`src/rtl/periph_bus_pkg.sv`:
```
`default_nettype none
// +--------------------------------------------------------------------------+
// | periph_bus_pkg : shared types and defaults for the peripheral decoder    |
// | Revision 1.0                                                             |
// +--------------------------------------------------------------------------+
package periph_bus_pkg;

  typedef enum logic [1:0] {
    IDLE     = 2'd0,
    WAIT_GNT = 2'd1,
    WAIT_RV  = 2'd2,
    ERR_RSP  = 2'd3
  } state_e;

  localparam int          DEF_NSLV   = 4;
  localparam logic [31:0] DEF_BASE   = 32'h1000_0000;
  localparam int          DEF_SLV_AW = 8;

  typedef struct packed {
    logic        rvalid;
    logic        err;
    logic [31:0] rdata;
  } rsp_t;

endpackage
`default_nettype wire

```
`src/rtl/pbd_timeout.sv`:
```
`default_nettype none
// +--------------------------------------------------------------------------+
// | pbd_timeout : access-age counter, expire flags the last allowed cycle    |
// | Revision 1.0                                                             |
// +--------------------------------------------------------------------------+
module pbd_timeout
  import periph_bus_pkg::*;
#(
  parameter int TIMEOUT = 16
) (
  input  logic clk,
  input  logic rst,
  input  logic clr,
  input  logic en,
  output logic expire
);

  localparam int CW = $clog2(TIMEOUT + 1);

  logic [CW-1:0] cnt_q, cnt_d;

  // Clear loads 1: the request cycle itself is the first cycle of the access.
  always_comb begin
    cnt_d = cnt_q;
    if (clr) begin
      cnt_d = CW'(1);
    end else if (en) begin
      cnt_d = cnt_q + CW'(1);
    end
  end

  always_ff @(posedge clk) begin
    if (rst) begin
      cnt_q <= '0;
    end else begin
      cnt_q <= cnt_d;
    end
  end

  assign expire = (cnt_q == CW'(TIMEOUT - 1));

endmodule
`default_nettype wire

```
`src/rtl/periph_bus_decoder.sv`:
```
`default_nettype none
// +--------------------------------------------------------------------------+
// | periph_bus_decoder : one master to NSLV slave decoder with error/timeout |
// | Revision 1.0                                                             |
// +--------------------------------------------------------------------------+
module periph_bus_decoder
  import periph_bus_pkg::*;
#(
  parameter int          NSLV    = DEF_NSLV,
  parameter logic [31:0] BASE    = DEF_BASE,
  parameter int          SLV_AW  = DEF_SLV_AW,
  parameter int          TIMEOUT = 16
) (
  input  logic               Clk,
  input  logic               Rst,
  input  logic               m_req,
  input  logic               m_we,
  input  logic [3:0]         m_be,
  input  logic [31:0]        m_addr,
  input  logic [31:0]        m_wdata,
  output logic               m_gnt,
  output logic               m_rvalid,
  output logic               m_err,
  output logic [31:0]        m_rdata,
  output logic [NSLV-1:0]    s_req,
  output logic               s_we,
  output logic [3:0]         s_be,
  output logic [31:0]        s_addr,
  output logic [31:0]        s_wdata,
  input  logic [NSLV-1:0]    s_gnt,
  input  logic [NSLV-1:0]    s_rvalid,
  input  logic [NSLV-1:0]    s_err,
  input  logic [NSLV*32-1:0] s_rdata,
  output logic [15:0]        err_cnt
);

  localparam int SW = (NSLV > 1) ? $clog2(NSLV) : 1;

  logic [31:0]     off, win;
  logic            hit;
  logic [SW-1:0]   sel;

  state_e          state_q, state_d;
  logic [SW-1:0]   sel_q, sel_d, cur_sel;
  rsp_t            rsp_q, rsp_d;
  logic [15:0]     err_cnt_q, err_cnt_d;
  logic [NSLV-1:0] req_oh;
  logic            gnt_c, cap, fail, err_inc;
  logic            tmo_clr, tmo_en, tmo_exp;

  always_comb begin
    off = m_addr - BASE;
    win = off >> SLV_AW;
    hit = (m_addr >= BASE) && (win < 32'(NSLV));
    sel = win[SW-1:0];
  end

  always_comb begin
    state_d = state_q;
    sel_d   = sel_q;
    cur_sel = sel_q;
    req_oh  = '0;
    gnt_c   = 1'b0;
    cap     = 1'b0;
    fail    = 1'b0;
    tmo_clr = 1'b0;
    tmo_en  = 1'b0;
    case (state_q)
      // ERR_RSP is the cycle the error response is on the bus; it already takes the next access.
      IDLE, ERR_RSP: begin
        state_d = IDLE;
        if (m_req && !hit) begin
          gnt_c   = 1'b1;
          fail    = 1'b1;
        end else if (m_req) begin
          cur_sel     = sel;
          sel_d       = sel;
          tmo_clr     = 1'b1;
          req_oh[sel] = 1'b1;
          if (s_gnt[sel]) begin
            gnt_c = 1'b1;
            if (s_rvalid[sel]) cap = 1'b1;
            else               state_d = WAIT_RV;
          end else begin
            state_d = WAIT_GNT;
          end
        end
      end
      WAIT_GNT: begin
        tmo_en        = 1'b1;
        req_oh[sel_q] = 1'b1;
        if (s_gnt[sel_q] && s_rvalid[sel_q]) begin
          gnt_c   = 1'b1;
          cap     = 1'b1;
          state_d = IDLE;
        end else if (tmo_exp) begin
          req_oh = '0;
          gnt_c  = 1'b1;
          fail   = 1'b1;
        end else if (s_gnt[sel_q]) begin
          gnt_c   = 1'b1;
          state_d = WAIT_RV;
        end
      end
      WAIT_RV: begin
        tmo_en = 1'b1;
        if (s_rvalid[sel_q]) begin
          cap     = 1'b1;
          state_d = IDLE;
        end else if (tmo_exp) begin
          fail = 1'b1;
        end
      end
      default: state_d = IDLE;
    endcase

    rsp_d   = '0;
    err_inc = 1'b0;
    if (fail) begin
      state_d    = ERR_RSP;
      rsp_d.rvalid = 1'b1;
      rsp_d.err    = 1'b1;
      err_inc      = 1'b1;
    end else if (cap) begin
      rsp_d.rvalid = 1'b1;
      rsp_d.err    = s_err[cur_sel];
      rsp_d.rdata  = s_rdata[{cur_sel, 5'b0} +: 32];
      err_inc      = s_err[cur_sel];
    end

    err_cnt_d = err_cnt_q;
    if (err_inc && (err_cnt_q != 16'hFFFF)) err_cnt_d = err_cnt_q + 16'd1;
  end

  always_ff @(posedge Clk) begin
    if (Rst) begin
      state_q   <= IDLE;
      sel_q     <= '0;
      rsp_q     <= '0;
      err_cnt_q <= '0;
    end else begin
      state_q   <= state_d;
      sel_q     <= sel_d;
      rsp_q     <= rsp_d;
      err_cnt_q <= err_cnt_d;
    end
  end

  pbd_timeout #(.TIMEOUT(TIMEOUT)) u_timeout (
    .clk    (Clk),
    .rst    (Rst),
    .clr    (tmo_clr),
    .en     (tmo_en),
    .expire (tmo_exp)
  );

  // Request side is combinational from state, so it must be forced quiet while in reset.
  assign s_req    = Rst ? '0 : req_oh;
  assign m_gnt    = !Rst && gnt_c;
  assign m_rvalid = rsp_q.rvalid;
  assign m_err    = rsp_q.err;
  assign m_rdata  = rsp_q.rdata;
  assign err_cnt  = err_cnt_q;
  assign s_we     = m_we;
  assign s_be     = m_be;
  assign s_addr   = m_addr;
  assign s_wdata  = m_wdata;

endmodule
`default_nettype wire

```
`config.mk`:
```
export PLATFORM = sky130hd
export DESIGN_NAME = periph_bus_decoder
export DESIGN_NICKNAME = d
export VERILOG_FILES = /design/src/rtl/periph_bus_pkg.sv /design/src/rtl/pbd_timeout.sv /design/src/rtl/periph_bus_decoder.sv
export SDC_FILE = /design/constraint.sdc
export NUM_CORES = 1
export LEC_CHECK = 0
export CORE_AREA = 10 10 122 124
export CTS_CLUSTER_DIAMETER = 150
export DETAILED_ROUTE_END_ITERATION = 8
export DIE_AREA = 0 0 132 134
export HOLD_SLACK_MARGIN = 0.06
export PLACE_DENSITY = 0.82
export RECOVER_POWER = 100
export SLEW_MARGIN = 20
export SYNTH_ARGS = -nofsm -noshare
export SYNTH_HDL_FRONTEND = slang
export SYNTH_SLANG_ARGS = --single-unit
```
`constraint.sdc`:
```
create_clock -name Clk -period 5.1 [get_ports Clk]
set_clock_uncertainty 0.05 [all_clocks]
set_input_delay 1.53 -clock Clk [delete_from_list [all_inputs] [get_ports Clk]]
set_output_delay 1.53 -clock Clk [all_outputs]
set_load 0.05 [all_outputs]
```
Word-level counts from Yosys, hierarchy flattened:

Index checks and enable logic that the tools add are counted.

* $add $sub $neg: 3
* $lt $le $gt $ge: 7
* equal/unequal tests: 8
* shift-type cells: 1
* multiplexer cells: 62
* bitwise gates (word level): 1
* reductions and logical operators: 16

Operator list (count)
* $shiftx 128x8->32: 1
* $mux 34: 1
* $ge 32x29->1 const B: 1
* $sub 32x29->32 const B: 1
* $mux 1: 31
* $mux 2: 13
* $lt 24x3->1 const B: 1
* $mux 4: 5
* $add 16x1->16 const B: 1
* $ne 16x16->1 const B: 1
* $bmux 1 s2: 5
* $lt 2x3->1 const B: 3
* $ne 4x4->1 const B: 2
* $pmux 4 s2: 1
* $logic_and 1x1->1: 7
* $pmux 1 s3: 2
* $pmux 2 s3: 1
* $reduce_or 2->1: 3
* $add 5x1->5 const B: 1
* $eq 5x4->1 const B: 1
* $demux 1 s2: 2
* $eq 2x2->1 const B: 2
* $ge 2x1->1 const B: 2
* $ne 3x3->1 const B: 1
* 8 further kinds: 9

* bits in registers: 59
* bits of input ports: 212
* output and inout bits: 124
* word-level logic and storage cells: 106

Depth between registers and ports, before layout:

* depth in word-level cells: 12
* mapped depth: 11
* mapped depth without buffers: 9

Modules after synthesis:

From an unflattened synthesis, not the netlist that was laid out.

* cells, all modules: 470
* area, all modules: 4096.4 µm²

Modules (own cells, without submodules)
* periph_bus_decoder: times used 1, cells each 445, area each 3824.9 µm², sequential area each 1081.0 µm²
* pbd_timeout: times used 1, cells each 25, area each 271.5 µm², sequential area each 100.1 µm²

Worst setup path after synthesis:

No wires, ideal clock.

* path kind: input port to output port
* from: in m_addr[26]
* to: out s_req[3]
* arrival time: 3.802 ns
* required time: 3.520 ns
* slack: -0.282 ns
* cell stages on the path: 7
* buffers on the path: 1
* cells stage by stage: nor4b_1 nand4_1 nor3_2 buf_2 nand2_1 o22a_1 nor3_1

* longest elaborated chain between the ends: 8
* elaborated cells on any way between the ends: 9
* those cells by class: add/sub: 1; order compare: 2; mux: 3; reduce/logical: 3

Ends and longest elaborated chain
* start, declared: RTL line periph_bus_decoder.sv:19 `input logic [31:0] m_addr,`
* $sub 32x29->32: RTL line periph_bus_decoder.sv:52 `off = m_addr - BASE;`
* $lt 24x3->1: RTL line periph_bus_decoder.sv:54 `hit = (m_addr >= BASE) && (win < 32'(NSLV));`
* $logic_and 1x1->1 (*): RTL line periph_bus_decoder.sv:54
* $logic_not 1->1 (*): RTL line periph_bus_decoder.sv:72 `if (m_req && !hit) begin`
* $logic_and 1x1->1 (*): RTL line periph_bus_decoder.sv:72
* $mux 4 (*): RTL line periph_bus_decoder.sv:72
* $pmux 4 s2 (*): RTL line periph_bus_decoder.sv:68 `case (state_q)`
* $mux 4 (*): RTL line periph_bus_decoder.sv:158 `assign s_req = Rst ? '0 : req_oh;`
* end, declared: RTL line periph_bus_decoder.sv:25 `output logic [NSLV-1:0] s_req,`

Every way passes the cells marked *; elsewhere a longest branch is shown, timed or not.

Worst setup path in the final report:

* from: in m_addr[10]
* to: out s_req[3]

Same word-level chain as after synthesis.

==> impl_metrics.tcl <==
set metrics [dict create \
    maxSlewViolCount 0 \
    grt_usage_pct 17.2 \
    min_path_type "reg -> reg" \
    first_global_vias 4518 \
    place_area_um2 6340 \
    cts_buffers 9 \
    ioPinCount 336 \
    wl_um 16000 \
    n_antenna_cell 0 \
    power.density_nw_per_um2 228 \
    synth.most_common_cell "buf_4" \
    core-area_um2 12500 \
    synthTopCellsByArea "dfxtp_1 28%, buf_4 13%, a211oi_1 12%, mux2i_1 9.1%, nor2b_1 6.3%" \
    grt_max_degree 37 \
    start_util_pct 33.4 \
    crit_arrival_ns 3.40 \
    cp_data_required_time_ns 3.52 \
    tightest_slew_ns 0.982 \
    setup_viol 0 \
    clk_latency_ns 0.32 \
    syn_inst 468 \
    place.gp.congestion 0.885 \
    ctsHtreeMaxLevel 3 \
    clk_transition_reported_paths_ns 0.05 \
    yosysWarnings 0 \
    startpoint_type "input pin" \
    synthDominantCellAreaShare_pct 28.3 \
    postLayoutCellArea_um2 6650 \
    syn_area_um2 4170 \
    synthesis.nets 685 \
    clock.fmax_ghz 0.201 \
    num-nets-final 861 \
    dieArea_um2 17700 \
    worst_slew_margin_rel_pct 34.5 \
    ys_types 59 \
    cts.sinks 59 \
    clk_path_buf_depth 2 \
    hold_buffers 0 \
    ant_nets 0 \
    io_buffers 245 \
    critPathCaptureType "output pin" \
    crit_fanout 3 \
    drive_gt1_share_pct 11.7 \
    p_leak_uw 0.00279 \
    synth_common_cells "70 x buf_4, 65 x a211oi_1, 59 x dfxtp_1, 42 x nor2b_1, 38 x mux2i_1" \
    timing.final.crit_share_pct 97.6 \
    min_period_ns 4.98 \
    fillerInstances 1128 \
    p_total_uw 1520 \
    grt_overflow 0 \
    avgSynthCellArea_um2 8.90 \
    post_drt_via_cell_ratio 5.03 \
    rows 41 \
    cts_tree "yes" \
    ys_ff_latch 59 \
    worstSetupPathType "in -> out" \
    peakVddDrop_uv 137 \
    yosysTopAreaCell "dfxtp_1" \
    die_h_um 134 \
    synth_edf_count 0 \
    drv_cap 0 \
    dp.final_hpwl_um 13600 \
    ys_seq_area_share_pct 28.3 \
    status "finished, final reports clean" \
    wl_per_cell_um 19.5 \
    vias 4129 \
    die_w_um 132 \
    rsz0062_at_grt "no" \
    drt_pass1_iterations 4 \
    cts-root-buf "clkbuf_16" \
    hold_viol 0 \
    hold_slack_ns 0.481 \
    area_growth_syn_to_layout_pct 59.6 \
    drtIter0Drc 162 \
    drc 0 \
    synth-async-reset-ratio_pct 0 \
    grt_pass1_wl_um 24600 \
    antenna_found_initial 0 \
    ys.flop_type "dfxtp_1" \
]
-- timing repair --
| action | in CTS | in global routing |
|---|---|---|
| setup endpoints to repair | 5 | 3 |
| pin swaps | 5 | 5 |
| resized for setup | 3 | 5 |
| buffers inserted | 2 | 2 |
-- per-layer routing --
layer	vias to the layer above	global-route usage, %	share of wire [%]
met4	0	5.62	2.1
met1	1899	16.3	35
met3	23	9.07	11
met5	-	0	0
li1	1981	-	-
met2	226	31.4	51
-- sequential cells by signal (all words and copies together) (netlist names) --
signal and flops:
sel_q 2, m_rvalid 1, err_cnt 16, u_timeout.cnt_q 5, state_q 2, m_err 1
m_rdata 32
-- final timing paths --
path	endpoint	slack [ns]	from	depth (start not counted)
min	u_timeout.cnt_q[4]$_SDFFE_PP0N_	0.48	u_timeout.cnt_q[4]$_SDFFE_PP0N_	2
max reg2reg	m_rdata[17]$_SDFF_PP0_	1.37	state_q[0]$_SDFFE_PP0P_	12
min reg2reg	u_timeout.cnt_q[4]$_SDFFE_PP0N_	0.48	u_timeout.cnt_q[4]$_SDFFE_PP0N_	2
max	s_req[3]	0.12	m_addr[10]	8
-- worst max-delay path, cell delays in order --
cell	delay, ns
clkdlybuf4s50_1	0.44
nor4_2	0.32
nand4_1	0.20
nor3_2	0.24
nand2_1	0.12
o22a_1	0.18
nor3_2	0.16
clkbuf_16	0.21
-- area by class of cell --
type	instances	area, um2	share of cell area, %
timing repair buffer	268	2650	39.8
multi-input combinational	296	2240	33.7
inverter	10	37.5	0.564
clock inverter	4	72.6	1.09
sequential	59	1180	17.8
clock buffer	12	256	3.86
tap	172	215	3.24
-- stage by stage --
step,setup slack [ns],TNS [ns],instances,util (%)
floorplan,0.140,0,468,-
global placement,-0.0773,-0.159,801,50.8
detailed placement,-0.135,-0.423,801,50.8
CTS,0.0172,0,819,53.6
global route,0.0138,0,821,53.4
finish,0.121,0,821,53.4
-- cells in the final DEF, fill, tap and decap left out, drive strengths merged, types with 2 or more instances in the layout --
cell           Yosys  layout
dfxtp             59      59
dlygate4sd2        0       2
nand3b             3       3
nand2             12      12
o211ai             3       3
a21bo              2       2
a31oi              2       2
and2               4       4
bufinv             0       2
and3               7       7
nand4              9       9
nor3              14      14
dlygate4sd3        0      72
xor2               2       2
clkbuf            16      21
o22a               2       2
nor3b              2       2
mux2i             38      38
xnor2              2       2
a31o               2       2
buf               86      21
a211oi            66      66
mux4               4       4
nor4               4       4
ha                 5       5
nor2b             42      42
mux2               8       8
a21o               2       2
o21ai              6       6
nor2              24      24
inv               10      10
nand3              5       5
a21oi             13      13
clkdlybuf4s50      0     163
-- power breakdown --
group | internal [uW] | switching [uW]
Clock | 453 | 204
Combinational | 191 | 185
Sequential | 475 | 8.02
Total | 1120 | 397
-- cell families after synthesis --
| group | count (synthesis) | synth area share (%) |
|---|---|---|
| adders and majority gates | 5 | 1.50 |
| and+or+nand+nor | 131 | 18.2 |
| muxes | 50 | 13.6 |
| AOI/OAI and AO/OA | 106 | 18.8 |
| buffers and inverters | 113 | 18.6 |
| xor gates and xnor gates | 4 | 0.841 |
| DFF | 59 | 28.3 |
Power figures use the tool's default switching activity.
